`config.mk`:
```
export PLATFORM = sky130hd
export DESIGN_NAME = mem_ctrl
export DESIGN_NICKNAME = d
export VERILOG_FILES = /design/src/rtl/mem_ctrl_pkg.sv /design/src/rtl/byte_assembler.sv /design/src/rtl/mem_ctrl.sv
export SDC_FILE = /design/constraint.sdc
export NUM_CORES = 1
export LEC_CHECK = 0
export CORE_AREA = 2 2 136 138
export CTS_CLUSTER_SIZE = 8
export DETAILED_ROUTE_END_ITERATION = 10
export DIE_AREA = 0 0 138 140
export PLACE_DENSITY_LB_ADDON = 0.3
export SYNTH_ARGS = -nofsm -noshare
export SYNTH_HDL_FRONTEND = slang
export SYNTH_SLANG_ARGS = --single-unit
```
`constraint.sdc`:
```
create_clock -name clk -period 2.5 [get_ports clk]
set_clock_uncertainty 0.05 [all_clocks]
set_input_delay 0.5 -clock clk [delete_from_list [all_inputs] [get_ports clk]]
set_output_delay 0.5 -clock clk [all_outputs]
set_load 0.02 [all_outputs]
```
`src/rtl/mem_ctrl_pkg.sv`:
```
// Shared types and constants for the byte-serial memory controller.
package mem_ctrl_pkg;

  typedef enum logic [2:0] {
    IDLE    = 3'd0,
    RD      = 3'd1,
    RD_LAST = 3'd2,
    WR      = 3'd3,
    DONE    = 3'd4
  } state_e;

  localparam logic [1:0] SIZE_B = 2'b00;
  localparam logic [1:0] SIZE_H = 2'b01;
  localparam logic [1:0] SIZE_W = 2'b10;

  localparam int RamBus = 8;

  localparam logic PORT_IF  = 1'b0;
  localparam logic PORT_MEM = 1'b1;

  typedef struct packed {
    logic        port;
    logic        we;
    logic [1:0]  last;   // index of the final byte (n-1)
    logic [31:0] wdata;
  } req_t;

  // Size code to last byte index; the reserved code behaves as a word.
  function automatic logic [1:0] last_idx(input logic [1:0] size);
    case (size)
      SIZE_B:  return 2'd0;
      SIZE_H:  return 2'd1;
      default: return 2'd3;
    endcase
  endfunction

endpackage

```
`src/rtl/byte_assembler.sv`:
```
// Byte-insert register: writes an 8-bit value into lane k of a 32-bit word.
// Clearing before a transfer gives zero-extension of short loads for free.
module byte_assembler
  import mem_ctrl_pkg::*;
(
  input  logic              clk,
  input  logic              rst,
  input  logic              en_i,
  input  logic              clr_i,
  input  logic              load_i,
  input  logic [1:0]        lane_i,
  input  logic [RamBus-1:0] byte_i,
  output logic [31:0]       word_o
);

  logic [31:0] word_q;

  always_ff @(posedge clk) begin
    if (rst) begin
      word_q <= '0;
    end else if (en_i) begin
      if (clr_i) begin
        word_q <= '0;
      end else if (load_i) begin
        word_q[{lane_i, 3'b000} +: RamBus] <= byte_i;
      end
    end
  end

  assign word_o = word_q;

endmodule

```
`src/rtl/mem_ctrl.sv`:
```
// Arbitrates IF and MEM requests onto an 8-bit RAM port, splitting and
// assembling little-endian words one byte per cycle.
module mem_ctrl
  import mem_ctrl_pkg::*;
#(
  parameter int ADDR_W = 32
) (
  input  logic              clk,
  input  logic              rst,
  input  logic              rdy,
  input  logic              if_req_i,
  input  logic [ADDR_W-1:0] if_addr_i,
  output logic [31:0]       if_data_o,
  output logic              if_done_o,
  output logic              if_stall_req_o,
  input  logic              mem_req_i,
  input  logic              mem_we_i,
  input  logic [1:0]        mem_size_i,
  input  logic [ADDR_W-1:0] mem_addr_i,
  input  logic [31:0]       mem_wdata_i,
  output logic [31:0]       mem_rdata_o,
  output logic              mem_done_o,
  output logic              mem_stall_req_o,
  output logic [ADDR_W-1:0] ram_addr_o,
  output logic              ram_wr_o,
  output logic [RamBus-1:0] ram_dout_o,
  input  logic [RamBus-1:0] ram_din_i
);

  state_e            state_q, state_d;
  logic [1:0]        k_q, k_d;
  logic [ADDR_W-1:0] base_q, base_d;
  req_t              req_q, req_d;
  logic [ADDR_W-1:0] ram_addr_q, ram_addr_d;
  logic              ram_wr_q, ram_wr_d;
  logic [RamBus-1:0] ram_dout_q, ram_dout_d;

  req_t              acc_req;
  logic [ADDR_W-1:0] acc_addr;
  logic              acc_vld;
  logic [1:0]        nxt_k;

  logic              asm_clr, asm_load;
  logic [1:0]        asm_lane;
  logic [31:0]       asm_word;

  logic              in_done;

  // MEM has priority; an accepted request always runs to completion.
  always_comb begin
    acc_vld  = mem_req_i | if_req_i;
    acc_req  = '0;
    acc_addr = if_addr_i;
    if (mem_req_i) begin
      acc_req.port  = PORT_MEM;
      acc_req.we    = mem_we_i;
      acc_req.last  = last_idx(mem_size_i);
      acc_req.wdata = mem_wdata_i;
      acc_addr      = mem_addr_i;
    end else begin
      acc_req.port  = PORT_IF;
      acc_req.we    = 1'b0;
      acc_req.last  = 2'd3;
      acc_req.wdata = '0;
    end
  end

  assign nxt_k = k_q + 2'd1;

  always_comb begin
    state_d    = state_q;
    k_d        = k_q;
    base_d     = base_q;
    req_d      = req_q;
    ram_addr_d = ram_addr_q;
    ram_wr_d   = 1'b0;
    ram_dout_d = ram_dout_q;
    asm_clr    = 1'b0;
    asm_load   = 1'b0;
    asm_lane   = k_q;

    case (state_q)
      IDLE: begin
        if (acc_vld) begin
          req_d      = acc_req;
          base_d     = acc_addr;
          k_d        = 2'd0;
          ram_addr_d = acc_addr;
          asm_clr    = 1'b1;
          if (acc_req.we) begin
            state_d    = WR;
            ram_wr_d   = 1'b1;
            ram_dout_d = acc_req.wdata[RamBus-1:0];
          end else begin
            state_d = RD;
          end
        end
      end
      RD: begin
        // Data for the address presented last cycle is on ram_din_i now.
        if (k_q != 2'd0) begin
          asm_load = 1'b1;
          asm_lane = k_q - 2'd1;
        end
        if (k_q == req_q.last) begin
          state_d = RD_LAST;
        end else begin
          k_d        = nxt_k;
          ram_addr_d = base_q + ADDR_W'(nxt_k);
        end
      end
      RD_LAST: begin
        asm_load = 1'b1;
        asm_lane = k_q;
        state_d  = DONE;
      end
      WR: begin
        if (k_q == req_q.last) begin
          state_d = DONE;
        end else begin
          k_d        = nxt_k;
          ram_addr_d = base_q + ADDR_W'(nxt_k);
          ram_wr_d   = 1'b1;
          ram_dout_d = req_q.wdata[{nxt_k, 3'b000} +: RamBus];
        end
      end
      DONE: begin
        state_d = IDLE;
      end
      default: begin
        state_d = IDLE;
      end
    endcase
  end

  always_ff @(posedge clk) begin
    if (rst) begin
      state_q    <= IDLE;
      k_q        <= 2'd0;
      base_q     <= '0;
      req_q      <= '0;
      ram_addr_q <= '0;
      ram_wr_q   <= 1'b0;
      ram_dout_q <= '0;
    end else if (rdy) begin
      state_q    <= state_d;
      k_q        <= k_d;
      base_q     <= base_d;
      req_q      <= req_d;
      ram_addr_q <= ram_addr_d;
      ram_wr_q   <= ram_wr_d;
      ram_dout_q <= ram_dout_d;
    end
  end

  byte_assembler u_asm (
    .clk    (clk),
    .rst    (rst),
    .en_i   (rdy),
    .clr_i  (asm_clr),
    .load_i (asm_load),
    .lane_i (asm_lane),
    .byte_i (ram_din_i),
    .word_o (asm_word)
  );

  // A fetch whose requester moved on (branch redirect) completes silently.
  assign in_done    = (state_q == DONE) && rdy;
  assign if_done_o  = in_done && (req_q.port == PORT_IF) && if_req_i && (if_addr_i == base_q);
  assign mem_done_o = in_done && (req_q.port == PORT_MEM);

  assign if_data_o  = if_done_o  ? asm_word : '0;
  assign mem_rdata_o = mem_done_o ? asm_word : '0;

  assign if_stall_req_o  = if_req_i  & ~if_done_o;
  assign mem_stall_req_o = mem_req_i & ~mem_done_o;

  assign ram_addr_o = ram_addr_q;
  assign ram_wr_o   = ram_wr_q & rdy;
  assign ram_dout_o = ram_dout_q;

endmodule
```
==> results.md <==
- Status: complete, but fails checks
- Failing checks: negative setup slack
- CTS tree: built
- Top-Level Pins: 221
- # DRC: 0
- Placement Cell Area: 10600 sq um
- Most common cell after layout, fill and taps aside: dfxtp_1
- CP Launch Type: flip-flop
- Commonest non-fill, non-tap cells in the layout: dfxtp_1, clkdlybuf4s50_1, nor2_1
- Max-Cap Viols: 0
- Iteration-0 DRC Markers: 685
- Tmin final: 3.04 ns
- Asr flop ratio synth: 0%
- Hold Path Class: in2reg
- Slew Limit Fails: 0
- Clk Latency, worst-skew pair: 0.43 ns
- Ratio of cells with drive above 1 in the final layout: 19.7%
- Simple-gate share of the synthesized area: 23.9%
- Peak VDD IR: 0.517 mV
- Setup ws final: -0.540 ns
- Post-Syn Nets: 1028
- Initial Util: 43.5%
- Number of global-route vias before repair: 7260
- First-pass iteration count of the detailed router: 5
- Pwr/cell area: 586 nW/um^2
- Worst setup EP type: output port
- WS Path Type: reg2out
- Die width: 138 um
- Root Driver: clkbuf_16
- Sw Share: 29.3%
- Synth unique cells: 63
- Fin util: 64.2%
- Fin crit share: 122%
- Post-DP HPWL: 17700 um
- Clock Path Buffers: 2
- Total GRT Usage: 24.6%
- IO buf count: 220
- Synthesized cell area: 7740 sq um
- Post-synth top area cell: dfxtp_1
- Worst EP arrival: 2.49 ns
- Worst-case reg-to-reg path depth: 8
- Reg clk slew, reported paths: 0.06 ns
- FF+latch area: 2910 sq um
- CTS Buf Count: 17
- Die span in y: 140 um
- Max-slew headroom: 60.7%
- Syn Area/Cell: 8.54 sq um
- Leak: 4.78 nW
- Die area: 19300 sq um
- Syn Inst Count: 906
- Adder-Cell Fraction of Synth Area: 1.71%
- Final hold vios: 0
- Routed wire per std cell: 17.5 um
- Layout net count: 1281
- Critical path fanouts, max: 9
- # rows: 49
- Clock H-tree levels: 4
- Routability cong.: 0.873
- Logic pwr share: 22.1%
- Area growth syn-to-layout: 47.4%
- Routed WL: 24500 um
- Sw power: 1.96 mW
- Hold-fix buffers, CTS: 0
- Design area: 11400 sq um
- EDFF count, synth: 0
- Post-synth top area share: 37.5%
- Largest net degree at the start of global routing: 52
- Synth Area in Compound Gates: 18.5%
- Hold path depth: 2
- Antenna cells: 0
- Internal power: 4.73 mW
- Synth top area cells: dfxtp_1, nor2_1, xor2_1
- CTS sink count: 145
- Slew @ Worst Pin: 0.589 ns
- Layout fillers: 1558
- RSZ-0062 raised after global routing: true
- Grt ovf: 0
- DR vias/cell: 5.52
- Main synth FF type: dfxtp_1
- Flop pwr share: 38.4%
- Final setup fails: 34
- Largest family of logic cells by synthesized area: simple AND/OR/NAND/NOR gates
- Core Box Area: 17800 sq um
- Multiplexer share of the synthesized area: 6.89%
- Seq/Total Area, Yosys: 37.5%
- Yosys reg bits: 145
- XOR/XNOR Fraction of Synth Area: 6.43%
- F_max: 0.329 GHz
- Post-route ant nets: 0
- Area of the multi-input gates: 4600 sq um
- Initial antenna violation count: 0
- Critical Path RT: 1.95 ns
- Synthesis warning total: 0
- DR vias: 7729
- Clk pwr share: 39.5%
- First-pass GRT wire length: 38600 um
==> synthesized netlist by cell type, drive strengths merged, types with 2 or more instances <==
cell / n
a211oi: 34
a21oi: 62
a22o: 15
a22oi: 33
a31oi: 10
a32o: 2
and2: 39
and2b: 2
and3: 44
and4: 8
buf: 33
clkbuf: 46
dfxtp: 145
ha: 9
inv: 7
mux2i: 34
mux4: 8
nand2: 54
nand2b: 4
nand3: 29
nand4: 12
nor2: 121
nor2b: 3
nor3: 8
nor4: 14
o211ai: 20
o21a: 2
o21ai: 17
o22ai: 10
o31ai: 3
or3: 3
or4: 5
xnor2: 5
xor2: 51
==> logic make-up after synthesis <==
group,count (synthesis)
adder cells (fa/ha/maj),10
buffers and inverters,86
multiplexers,42
XOR/XNOR,56
AND/OR/NAND/NOR,352
flip-flops,145
AO/OA/AOI/OAI,215
==> layout make-up <==
type,instances,area share [%]
flip-flops and latches,145,25.5
inverters,7,0.230
repair buffers,313,26.1
clock inverters,12,1.27
well taps,229,2.51
multi-input cells,675,40.3
clock buffers,20,4.09
==> worst paths after layout <==
path | from | to | slack [ns]
max | base_q[10] | if_data_o[7] | -0.54
min reg2reg | ram_addr_o[1] | ram_addr_o[1] | 0.40
max reg2reg | k_q[0] | ram_addr_o[28] | 0.12
min | rst | u_asm.word_o[22] | 0.39
==> through the flow <==
step / power (mW) / hold slack (ns) / setup slack, ns / setup TNS [ns] / instances
4_1_cts: 6.69 / 0.372 / -0.483 / -15.75 / 1400
3_3_place_gp: 4.05 / 0.391 / -1.01 / -46.09 / 1363
3_5_place_dp: 4.07 / 0.399 / -1.05 / -47.41 / 1363
2_1_floorplan: 3.38 / 0.388 / 0.0246 / 0 / 906
6_report: 6.69 / 0.388 / -0.540 / -17.23 / 1401
5_1_grt: 6.95 / 0.399 / -0.648 / -21.05 / 1401
==> routing by layer <==
metal / vias to the layer above / global-route usage [%] / wire length, um
met1: 3631 / 33.4 / 11000
li1: 3776 / - / -
met4: 0 / 6.93 / 300
met2: 302 / 40.5 / 11700
met3: 20 / 4.41 / 1540
met5: - / 0 / 0
==> critical path, cell delays in order, from the launching register on <==
cell and delay, ns:
dfxtp_1 0.34, xor2_2 0.21, nor4_2 0.30, buf_4 0.16
nand4b_1 0.14, nor4_4 0.29, buf_6 0.14, buf_12 0.11
buf_16 0.12, and2_1 0.12, buf_4 0.13
==> state kept, by name (all words and copies together) (netlist names) <==
| name | flops |
|---|---|
| req_q | 35 |
| state_q | 3 |
| u_asm.word_o | 32 |
| ram_wr_q | 1 |
| k_q | 2 |
| base_q | 32 |
| ram_addr_o | 32 |
| ram_dout_o | 8 |
==> repair_timing <==
action | 4_1_cts | 5_1_grt
setup endpoints to repair | 69 | 74
cloned | 2 | 0
resized for setup | 308 | 36
pin swaps | 17 | 10
setup buffers | 3 | 2
==> power groups by stage <==
stage | registers (mW) | clock network, mW | logic (mW)
after floorplan | 2.69 | 0 | 0.697
after global placement | 2.61 | 0 | 1.44
after detailed placement | 2.61 | 0 | 1.46
after CTS | 2.57 | 2.66 | 1.46
after global routing | 2.59 | 2.77 | 1.59
final | 2.57 | 2.64 | 1.48
Note: power is estimated with default switching activity, not from simulation.
